$ cat config.mk
export PLATFORM = sky130hd
export DESIGN_NAME = input_pre_ctrl_flat
export DESIGN_NICKNAME = d
export VERILOG_FILES = /design/src/rtl/input_pre_ctrl_if.sv /design/src/rtl/input_pre_ctrl.sv /design/src/flat_wrapper.sv
export SDC_FILE = /design/constraint.sdc
export NUM_CORES = 1
export LEC_CHECK = 0
export BUFFER_PORTS_ARGS = -buffer_cell sky130_fd_sc_hd__buf_2
export CORE_MARGIN = 2
export CORE_UTILIZATION = 42
export CTS_CLUSTER_DIAMETER = 30
export CTS_CLUSTER_SIZE = 14
export DETAILED_ROUTE_END_ITERATION = 6
export MAX_ROUTING_LAYER = met4
export PLACE_DENSITY = 0.66
export SKIP_CTS_REPAIR_TIMING = 1
export SLEW_MARGIN = 15
export SYNTH_ARGS = -nofsm -noshare
export SYNTH_HDL_FRONTEND = slang
export SYNTH_SLANG_ARGS = --single-unit
export TNS_END_PERCENT = 100
$ cat constraint.sdc
create_clock -name clk -period 2 [get_ports clk]
set_input_delay 0.4 -clock clk [delete_from_list [all_inputs] [get_ports clk]]
set_output_delay 0.4 -clock clk [all_outputs]
set_load 0.05 [all_outputs]
$ cat src/rtl/input_pre_ctrl_if.sv
// rtl/input_pre_ctrl_if.sv - control, upstream byte stream and PE handshake bundle for input_pre_ctrl
interface input_pre_ctrl_if;
  logic       en;
  logic       start;
  logic [7:0] input_padding;
  logic [7:0] s_data;
  logic       s_vld;
  logic       s_rdy;
  logic [7:0] pre_din;
  logic       pre_din_vld;
  logic       pe_ready;
  logic       pe_start;
  logic [7:0] row_cnt;
  logic       busy;
  logic       frame_done;

  modport slave (
    input  en,
    input  start,
    input  input_padding,
    input  s_data,
    input  s_vld,
    input  pe_ready,
    output s_rdy,
    output pre_din,
    output pre_din_vld,
    output pe_start,
    output row_cnt,
    output busy,
    output frame_done
  );

  modport master (
    output en,
    output start,
    output input_padding,
    output s_data,
    output s_vld,
    output pe_ready,
    input  s_rdy,
    input  pre_din,
    input  pre_din_vld,
    input  pe_start,
    input  row_cnt,
    input  busy,
    input  frame_done
  );
endinterface

$ cat src/rtl/input_pre_ctrl.sv
// rtl/input_pre_ctrl.sv - assembles padded rows byte by byte and hands each completed row to the PE array
module input_pre_ctrl #(
  parameter int         COLS    = 32,
  parameter int         ROWS    = 32,
  parameter logic [7:0] PAD_VAL = 8'h00
) (
  input  logic             clk,
  input  logic             rst,
  input_pre_ctrl_if.slave  bus
);

  typedef enum logic [2:0] {
    IDLE  = 3'd0,
    PAD_L = 3'd1,
    LOAD  = 3'd2,
    PAD_R = 3'd3,
    ISSUE = 3'd4,
    DONE  = 3'd5
  } state_t;

  localparam logic [5:0] COL_LAST = 6'(COLS - 1);
  localparam logic [7:0] ROWS_L   = 8'(ROWS);

  state_t     state, state_n;
  logic [5:0] col_cnt;
  logic [7:0] row_cnt_q;
  logic       pad_l, pad_r;
  logic [7:0] pre_din_q;
  logic       vld_q;
  logic       pe_start_q;
  logic       frame_done_q;

  logic       s_rdy_c;
  logic       emit;
  logic [7:0] emit_byte;
  logic       col_inc, col_clr;
  logic       row_inc, row_clr;
  logic       latch_pad;
  logic       done_fire;

  logic unused_pad_bits;
  assign unused_pad_bits = ^bus.input_padding[6:1];

  always_comb begin
    state_n   = state;
    s_rdy_c   = 1'b0;
    emit      = 1'b0;
    emit_byte = PAD_VAL;
    col_inc   = 1'b0;
    col_clr   = 1'b0;
    row_inc   = 1'b0;
    row_clr   = 1'b0;
    latch_pad = 1'b0;
    done_fire = 1'b0;
    if (bus.en) begin
      case (state)
        IDLE: begin
          if (bus.start) begin
            latch_pad = 1'b1;
            row_clr   = 1'b1;
            col_clr   = 1'b1;
            state_n   = bus.input_padding[7] ? PAD_L : LOAD;
          end
        end
        PAD_L: begin
          emit    = 1'b1;
          state_n = LOAD;
        end
        LOAD: begin
          s_rdy_c = 1'b1;
          if (bus.s_vld) begin
            emit      = 1'b1;
            emit_byte = bus.s_data;
            if (col_cnt == COL_LAST) begin
              col_clr = 1'b1;
              state_n = pad_r ? PAD_R : ISSUE;
            end else begin
              col_inc = 1'b1;
            end
          end
        end
        PAD_R: begin
          emit    = 1'b1;
          state_n = ISSUE;
        end
        ISSUE: begin
          if (bus.pe_ready) begin
            row_inc = 1'b1;
            if ((row_cnt_q + 8'd1) == ROWS_L) state_n = DONE;
            else                              state_n = pad_l ? PAD_L : LOAD;
          end
        end
        DONE: begin
          done_fire = 1'b1;
          state_n   = IDLE;
        end
        default: state_n = IDLE;
      endcase
    end
  end

  // With en low every register freezes, including a byte registered just before the pause;
  // the output masks below hide it until en returns so nothing is lost or repeated.
  always_ff @(posedge clk) begin
    if (rst) begin
      state        <= IDLE;
      col_cnt      <= 6'd0;
      row_cnt_q    <= 8'd0;
      pad_l        <= 1'b0;
      pad_r        <= 1'b0;
      pre_din_q    <= 8'd0;
      vld_q        <= 1'b0;
      pe_start_q   <= 1'b0;
      frame_done_q <= 1'b0;
    end else if (bus.en) begin
      state        <= state_n;
      vld_q        <= emit;
      pe_start_q   <= row_inc;
      frame_done_q <= done_fire;
      if (emit) pre_din_q <= emit_byte;
      if (latch_pad) begin
        pad_l <= bus.input_padding[7];
        pad_r <= bus.input_padding[0];
      end
      if (col_clr)      col_cnt <= 6'd0;
      else if (col_inc) col_cnt <= col_cnt + 6'd1;
      if (row_clr)      row_cnt_q <= 8'd0;
      else if (row_inc) row_cnt_q <= row_cnt_q + 8'd1;
    end
  end

  assign bus.s_rdy       = s_rdy_c & ~rst;
  assign bus.pre_din     = pre_din_q;
  assign bus.pre_din_vld = vld_q & bus.en;
  assign bus.pe_start    = pe_start_q & bus.en;
  assign bus.frame_done  = frame_done_q & bus.en;
  assign bus.row_cnt     = row_cnt_q;
  assign bus.busy        = (state != IDLE);

endmodule
$ cat src/flat_wrapper.sv
// flat-port wrapper written by rule: the top's interface ports become plain ports
module input_pre_ctrl_flat 
#(
  parameter int         COLS    = 32,
  parameter int         ROWS    = 32,
  parameter logic [7:0] PAD_VAL = 8'h00
)
  (clk, rst, bus_en, bus_start, bus_input_padding, bus_s_data, bus_s_vld, bus_pe_ready, bus_s_rdy, bus_pre_din, bus_pre_din_vld, bus_pe_start, bus_row_cnt, bus_busy, bus_frame_done);
  input_pre_ctrl_if bus_i ();
  input  logic clk;
  input  logic rst;
  input wire logic [$bits(bus_i.en)-1:0] bus_en;
  input wire logic [$bits(bus_i.start)-1:0] bus_start;
  input wire logic [$bits(bus_i.input_padding)-1:0] bus_input_padding;
  input wire logic [$bits(bus_i.s_data)-1:0] bus_s_data;
  input wire logic [$bits(bus_i.s_vld)-1:0] bus_s_vld;
  input wire logic [$bits(bus_i.pe_ready)-1:0] bus_pe_ready;
  output wire logic [$bits(bus_i.s_rdy)-1:0] bus_s_rdy;
  output wire logic [$bits(bus_i.pre_din)-1:0] bus_pre_din;
  output wire logic [$bits(bus_i.pre_din_vld)-1:0] bus_pre_din_vld;
  output wire logic [$bits(bus_i.pe_start)-1:0] bus_pe_start;
  output wire logic [$bits(bus_i.row_cnt)-1:0] bus_row_cnt;
  output wire logic [$bits(bus_i.busy)-1:0] bus_busy;
  output wire logic [$bits(bus_i.frame_done)-1:0] bus_frame_done;
  assign bus_i.en = bus_en;
  assign bus_i.start = bus_start;
  assign bus_i.input_padding = bus_input_padding;
  assign bus_i.s_data = bus_s_data;
  assign bus_i.s_vld = bus_s_vld;
  assign bus_i.pe_ready = bus_pe_ready;
  assign bus_s_rdy = bus_i.s_rdy;
  assign bus_pre_din = bus_i.pre_din;
  assign bus_pre_din_vld = bus_i.pre_din_vld;
  assign bus_pe_start = bus_i.pe_start;
  assign bus_row_cnt = bus_i.row_cnt;
  assign bus_busy = bus_i.busy;
  assign bus_frame_done = bus_i.frame_done;
  input_pre_ctrl #(.COLS(COLS), .ROWS(ROWS), .PAD_VAL(PAD_VAL)) u_core (.clk(clk), .rst(rst), .bus(bus_i));
endmodule
-- Word-level counts from Yosys, hierarchy flattened
Cells that the tools add are included.
- register bits after elaboration: 30
- bits of input ports: 22
- $add $sub $neg: 2
- eq/ne operators: 11
- muxes and demuxes: 35
- bitwise logic cells: 5
- reduce and logical (&&, ||, !) cells: 10
- operator list (operator ; count):
    two-way mux 8 bit ; 4
    two-way mux 1 bit ; 18
    two-way mux 3 bit ; 6
    case mux 3 bit (5 select lines) ; 1
    two-way mux 6 bit ; 2
    adder 8 x 1 -> 8 bit, second input constant ; 1
    equality test 8 x 6 -> 1 bit, second input constant ; 1
    AND reduction 2 bit ; 4
    adder 6 x 1 -> 6 bit, second input constant ; 1
    equality test 3 x 2 -> 1 bit, second input constant ; 2
    equality test 3 bit, second input constant ; 2
    equality test 6 x 5 -> 1 bit, second input constant ; 1
    inequality test 2 bit, second input constant ; 3
    AND reduction 5 bit ; 1
    AND 1 bit ; 4
    two-way mux 2 bit ; 2
    case mux 1 bit (2 select lines) ; 2
    nonzero test 2 bit ; 2
    equality test 3 x 1 -> 1 bit, second input constant ; 1
    logical NOT 3 bit ; 1
    nonzero test 3 bit ; 1
    inequality test 2 x 1 -> 1 bit, second input constant ; 1
    OR reduction 2 bit ; 1
    NOT 1 bit ; 1

-- Depth between registers and ports, before layout
- depth after elaboration: 7
- depth in mapped cells: 7

-- Worst setup path after synthesis
No wires, ideal clock.
- path type: register to output
- start: register u_core.state[1]
- end: output bus_s_rdy
- arrival: 2226 ps
- slack: -626 ps
- stages on the path, launching flop included: 4
- cells stage by stage: dfxtp_1 > buf_2 > inv_1 > nor4b_1
- word-level cells in the longest chain between the ends: 4
- RTL lines (element ; RTL line ; RTL):
    start: declaration ; input_pre_ctrl.sv:24 ; state_t state, state_n;
    start signal: assignment ; input_pre_ctrl.sv:116 ; state <= state_n;
    equality test 3 x 2 -> 1 bit ; input_pre_ctrl.sv:56 ; case (state)
    two-way mux 1 bit ; input_pre_ctrl.sv:56 ;
    two-way mux 1 bit ; input_pre_ctrl.sv:55 ; if (bus.en) begin
    AND 1 bit ; input_pre_ctrl.sv:132 ; assign bus.s_rdy = s_rdy_c & ~rst;
    end: declaration ; flat_wrapper.sv:18 ; output wire logic [$bits(bus_i.s_rdy)-1:0] bus_s_rdy;
Every way passes these cells.

-- Worst setup path after layout
Same ends and word-level chain as after synthesis.

==> results_tabular.tex <==
\begin{tabular}{lr}
\hline
Metric & Value \\
\hline
\multicolumn{2}{l}{\textbf{Run status}} \\
\quad Outcome & completed \\
\multicolumn{2}{l}{\textbf{Global route}} \\
\quad Overflow left after global routing & 0 \\
\quad Maximum number of pins on one net before global-route repair & 16 \\
\quad Global routing usage summed across all routing layers & 17.9\% \\
\quad Wire length of the first global-routing pass & 5.69 mm \\
\quad Antenna violations before repair & 0 \\
\quad Vias in the first global route & 1246 \\
\multicolumn{2}{l}{\textbf{Logic synthesis}} \\
\quad Largest area contributor in the synthesized netlist & sky130\_fd\_sc\_hd\_\_dfxtp\_1 \\
\quad Distinct cell type count after synthesis & 42 \\
\quad Number of register bits inferred by synthesis & 30 \\
\quad Cell count after synthesis & approximately 190 \\
\quad Top area cells in the synthesized netlist & sky130\_fd\_sc\_hd\_\_dfxtp\_1 (39\%), sky130\_fd\_sc\_hd\_\_nor2\_1 (6.0\%), sky130\_fd\_sc\_hd\_\_a22oi\_1 (4.8\%), sky130\_fd\_sc\_hd\_\_xor2\_1 (3.9\%), sky130\_fd\_sc\_hd\_\_nand4\_1 (3.2\%) \\
\quad Synth Warn \# & 0 \\
\quad Net count after synthesis & 210 \\
\quad Top FF cell, synth & sky130\_fd\_sc\_hd\_\_dfxtp\_1 \\
\quad Post-synth design cell area & 1550 um\^{}2 \\
\quad Number of enable-type register cells in the synthesized netlist & 0 \\
\quad Share of synthesized flip-flops with an asynchronous set or reset & 0\% \\
\quad Mean Syn Cell Area & 8.40 um\^{}2 \\
\quad Sequential share of the synthesized area & 38.6\% \\
\quad Portion of synthesized cell area occupied by the leading cell type & approximately two fifths \\
\multicolumn{2}{l}{\textbf{Floorplanning}} \\
\quad Floorplan Core Area & about 3600 um\^{}2 \\
\quad Row count & 22 \\
\quad Die ar. & 4200 um\^{}2 \\
\quad Effective utilization at floorplan & 43.1\% \\
\quad I/O pin total & 43 \\
\quad Height of the chip & 64.8 um \\
\quad Die X-Extent & 64.8 um \\
\multicolumn{2}{l}{\textbf{Finish}} \\
\quad Most frequent cells in the layout & sky130\_fd\_sc\_hd\_\_buf\_2 (36), sky130\_fd\_sc\_hd\_\_dfxtp\_1 (30), sky130\_fd\_sc\_hd\_\_nor2\_1 (25), sky130\_fd\_sc\_hd\_\_nand2\_1 (11) \\
\quad Proportion of layout cells with a drive suffix above 1 & 26.4\% \\
\quad Multi-input combinational cell area & 890 um\^{}2 \\
\quad Number of diodes & 0 \\
\quad Number of filler cells placed in the layout & 359 \\
\quad Area growth from synthesis to layout & 22.5\% \\
\quad Register area & 601 um\^{}2 \\
\quad Post-Layout Cell Count & 275 \\
\quad Final net count & 251 \\
\quad Most common library cell in the layout ignoring fill and taps & sky130\_fd\_sc\_hd\_\_buf\_2 \\
\multicolumn{2}{l}{\textbf{Clock tree}} \\
\quad Num CTS Buffers & 5 \\
\quad Clock insertion delay at the later pin of the skew report & $\sim$0.28 ns \\
\quad H-tree lvl count & 2 \\
\quad Clock Pin Slew Worst Setup and Hold Paths & 0.06 ns \\
\quad TritonCTS clock tree & yes \\
\quad Maximum number of buffers from clock root to sink & 2 \\
\quad Clock Root Buffer & sky130\_fd\_sc\_hd\_\_clkbuf\_8 \\
\quad Clock tree sinks & 30 \\
\multicolumn{2}{l}{\textbf{Setup path}} \\
\quad Worst-path maximum fanout & 5 \\
\quad Critical path capture point type & output pin \\
\quad Cell-by-cell trace of the critical path & inv\_1, nor4b\_2, buf\_2 \\
\quad CP Buf/Inv Count & 2 \\
\quad Family with the most delay on the worst path & buffers and inverters \\
\quad Data arrival time at the worst-slack endpoint & 1.37 ns \\
\quad CP Data Required Time & $\sim$1.6 ns \\
\quad Classification of the worst setup path & flop to output pin \\
\quad Kind of launch point of the worst setup path & flop \\
\quad Highest cell delay on the worst timing path & 0.41 ns \\
\quad Library cell contributing the largest single delay on the critical path & sky130\_fd\_sc\_hd\_\_dfxtp\_1 \\
\multicolumn{2}{l}{\textbf{Placement}} \\
\quad Placed cell count & 267 \\
\quad I/O Buffers & 36 \\
\quad Half-perimeter wire length of the detailed placement result & 2.45 mm \\
\quad Placer Congestion & 0.897 \\
\multicolumn{2}{l}{\textbf{Timing}} \\
\quad RSZ-0062 raised after global routing & no \\
\quad Final number of max-transition violations & 0 \\
\quad Final Setup Violations & 0 \\
\quad Share of the clock period used by the worst path & 88.3\% \\
\quad Final critical delay including setup and external delays & approximately 1.8 ns \\
\quad Actual transition at the worst max-transition pin & 0.412 ns \\
\quad Worst Skew & 0.00181 ns \\
\quad Hold violation count in the final report & 0 \\
\quad Max-slew headroom & between 70\% and 80\% \\
\quad Hold\_ws & 0.352 ns \\
\quad Highest achievable clock rate & 0.566 GHz \\
\quad Setup TNS & 0 ns \\
\multicolumn{2}{l}{\textbf{Power and ir drop}} \\
\quad Post-route total power & 0.00146 W \\
\quad Power density of the placed cells & 765 nW/um\^{}2 \\
\quad Leakage power summed over all cells & 0.848 nW \\
\quad Maximum VDD drop & $\sim$0.46 mV \\
\multicolumn{2}{l}{\textbf{Detailed routing}} \\
\quad Detailed Route WL & 3.33 mm \\
\quad Total vias in the final route & approximately 1.4k \\
\quad Post-DR wirelength/cell & 12.1 um \\
\quad Violation count after the first detailed-route iteration & 88 \\
\quad First-pass detailed-route iteration total & 5 \\
\quad Number of nets with antenna violations after detailed routing & 0 \\
\quad Mean number of vias per cell & 5.22 \\
\quad Drt drc & 0 \\
\multicolumn{2}{l}{\textbf{Job}} \\
\quad Number of maximum-capacitance constraint violations & 0 \\
\multicolumn{2}{l}{\textbf{Worst hold path}} \\
\quad Class of the worst hold path & input pin to flop \\
\hline
\end{tabular}
[per-layer routing]
metal	GRT usage [%]	share of wire, %	up-vias
met5	-	0	-
met4	7.45	1.2	0
met3	4.69	5.7	5
met2	26.2	44	42
met1	23.4	50	643
li1	-	-	745
[tightest hold or removal path: stages]
cell and delay, ns:
sky130_fd_sc_hd__buf_2 0.07, sky130_fd_sc_hd__mux2i_1 0.05, sky130_fd_sc_hd__nor2_1 0.07
[cell usage after synthesis (2+ instances only)]
master,instances
sky130_fd_sc_hd__nor3_1,6
sky130_fd_sc_hd__and2_1,6
sky130_fd_sc_hd__a22oi_1,10
sky130_fd_sc_hd__clkbuf_1,4
sky130_fd_sc_hd__nand4_1,8
sky130_fd_sc_hd__mux2i_1,4
sky130_fd_sc_hd__nand2b_1,4
sky130_fd_sc_hd__or3_1,2
sky130_fd_sc_hd__ha_1,3
sky130_fd_sc_hd__o21ai_0,10
sky130_fd_sc_hd__xor2_1,7
sky130_fd_sc_hd__a21oi_1,8
sky130_fd_sc_hd__inv_1,5
sky130_fd_sc_hd__or3b_1,2
sky130_fd_sc_hd__xnor2_1,2
sky130_fd_sc_hd__dfxtp_1,30
sky130_fd_sc_hd__buf_2,5
sky130_fd_sc_hd__a21oi_2,2
sky130_fd_sc_hd__nand3_1,6
sky130_fd_sc_hd__and3_1,2
sky130_fd_sc_hd__nand2_1,11
sky130_fd_sc_hd__a32oi_1,2
sky130_fd_sc_hd__nor2_1,25
sky130_fd_sc_hd__a31oi_1,3
[stage by stage]
step | setup WS [ns] | util [%] | instance area [um^2]
3_5_place_dp | 0.316 | 50.2 | 1810
6_report | 0.235 | 52.8 | 1900
3_3_place_gp | 0.327 | 50.2 | 1810
4_1_cts | 0.228 | 52.8 | 1900
2_1_floorplan | 0.0627 | - | 1560
5_1_grt | 0.0994 | 52.8 | 1900
[registers in the layout, indices dropped and copies added (netlist names)]
name	flops
u_core.bus.row_cnt	8
u_core.pe_start_q	1
u_core.pad_l	1
u_core.pad_r	1
u_core.bus.pre_din	8
u_core.frame_done_q	1
u_core.state	3
u_core.vld_q	1
u_core.col_cnt	6
[area by class of cell]
class / count / share of cell area (%)
multi-input cells: 140 / 46.7
flip-flops and latches: 30 / 31.5
repair buffers: 44 / 12.6
clock buffers: 6 / 4.34
well taps: 48 / 3.15
inverters: 5 / 0.986
clock inverters: 2 / 0.657
[cell families after synthesis]
family | count (synthesis) | share of synthesized area (%)
simple gates | 81 | 27.9
compound gates | 43 | 18.8
flops | 30 | 38.6
buf+inv | 15 | 4.51
xor+xnor | 9 | 5.07
mux | 4 | 2.58
fa+ha+maj | 3 | 2.42
[path summary, 6_finish.rpt]
path,startpoint,to,slack (ns),cells after the start
worst max-delay path,u_core.state[1],bus_s_rdy,0.23,3
worst min-delay path,bus_input_padding[0],u_core.pad_r,0.35,3
worst max register to register,u_core.col_cnt[0],u_core.state[0],0.33,6
worst min register to register,u_core.frame_done_q,u_core.frame_done_q,0.47,2
[power by group]
group	total (W)	switching [W]	internal [W]
clock network	0.000501	0.000225	0.000276
logic	0.000311	0.000198	0.000113
registers	0.000643	0.0000224	0.000621
Note: power is estimated with default switching activity, not from simulation.
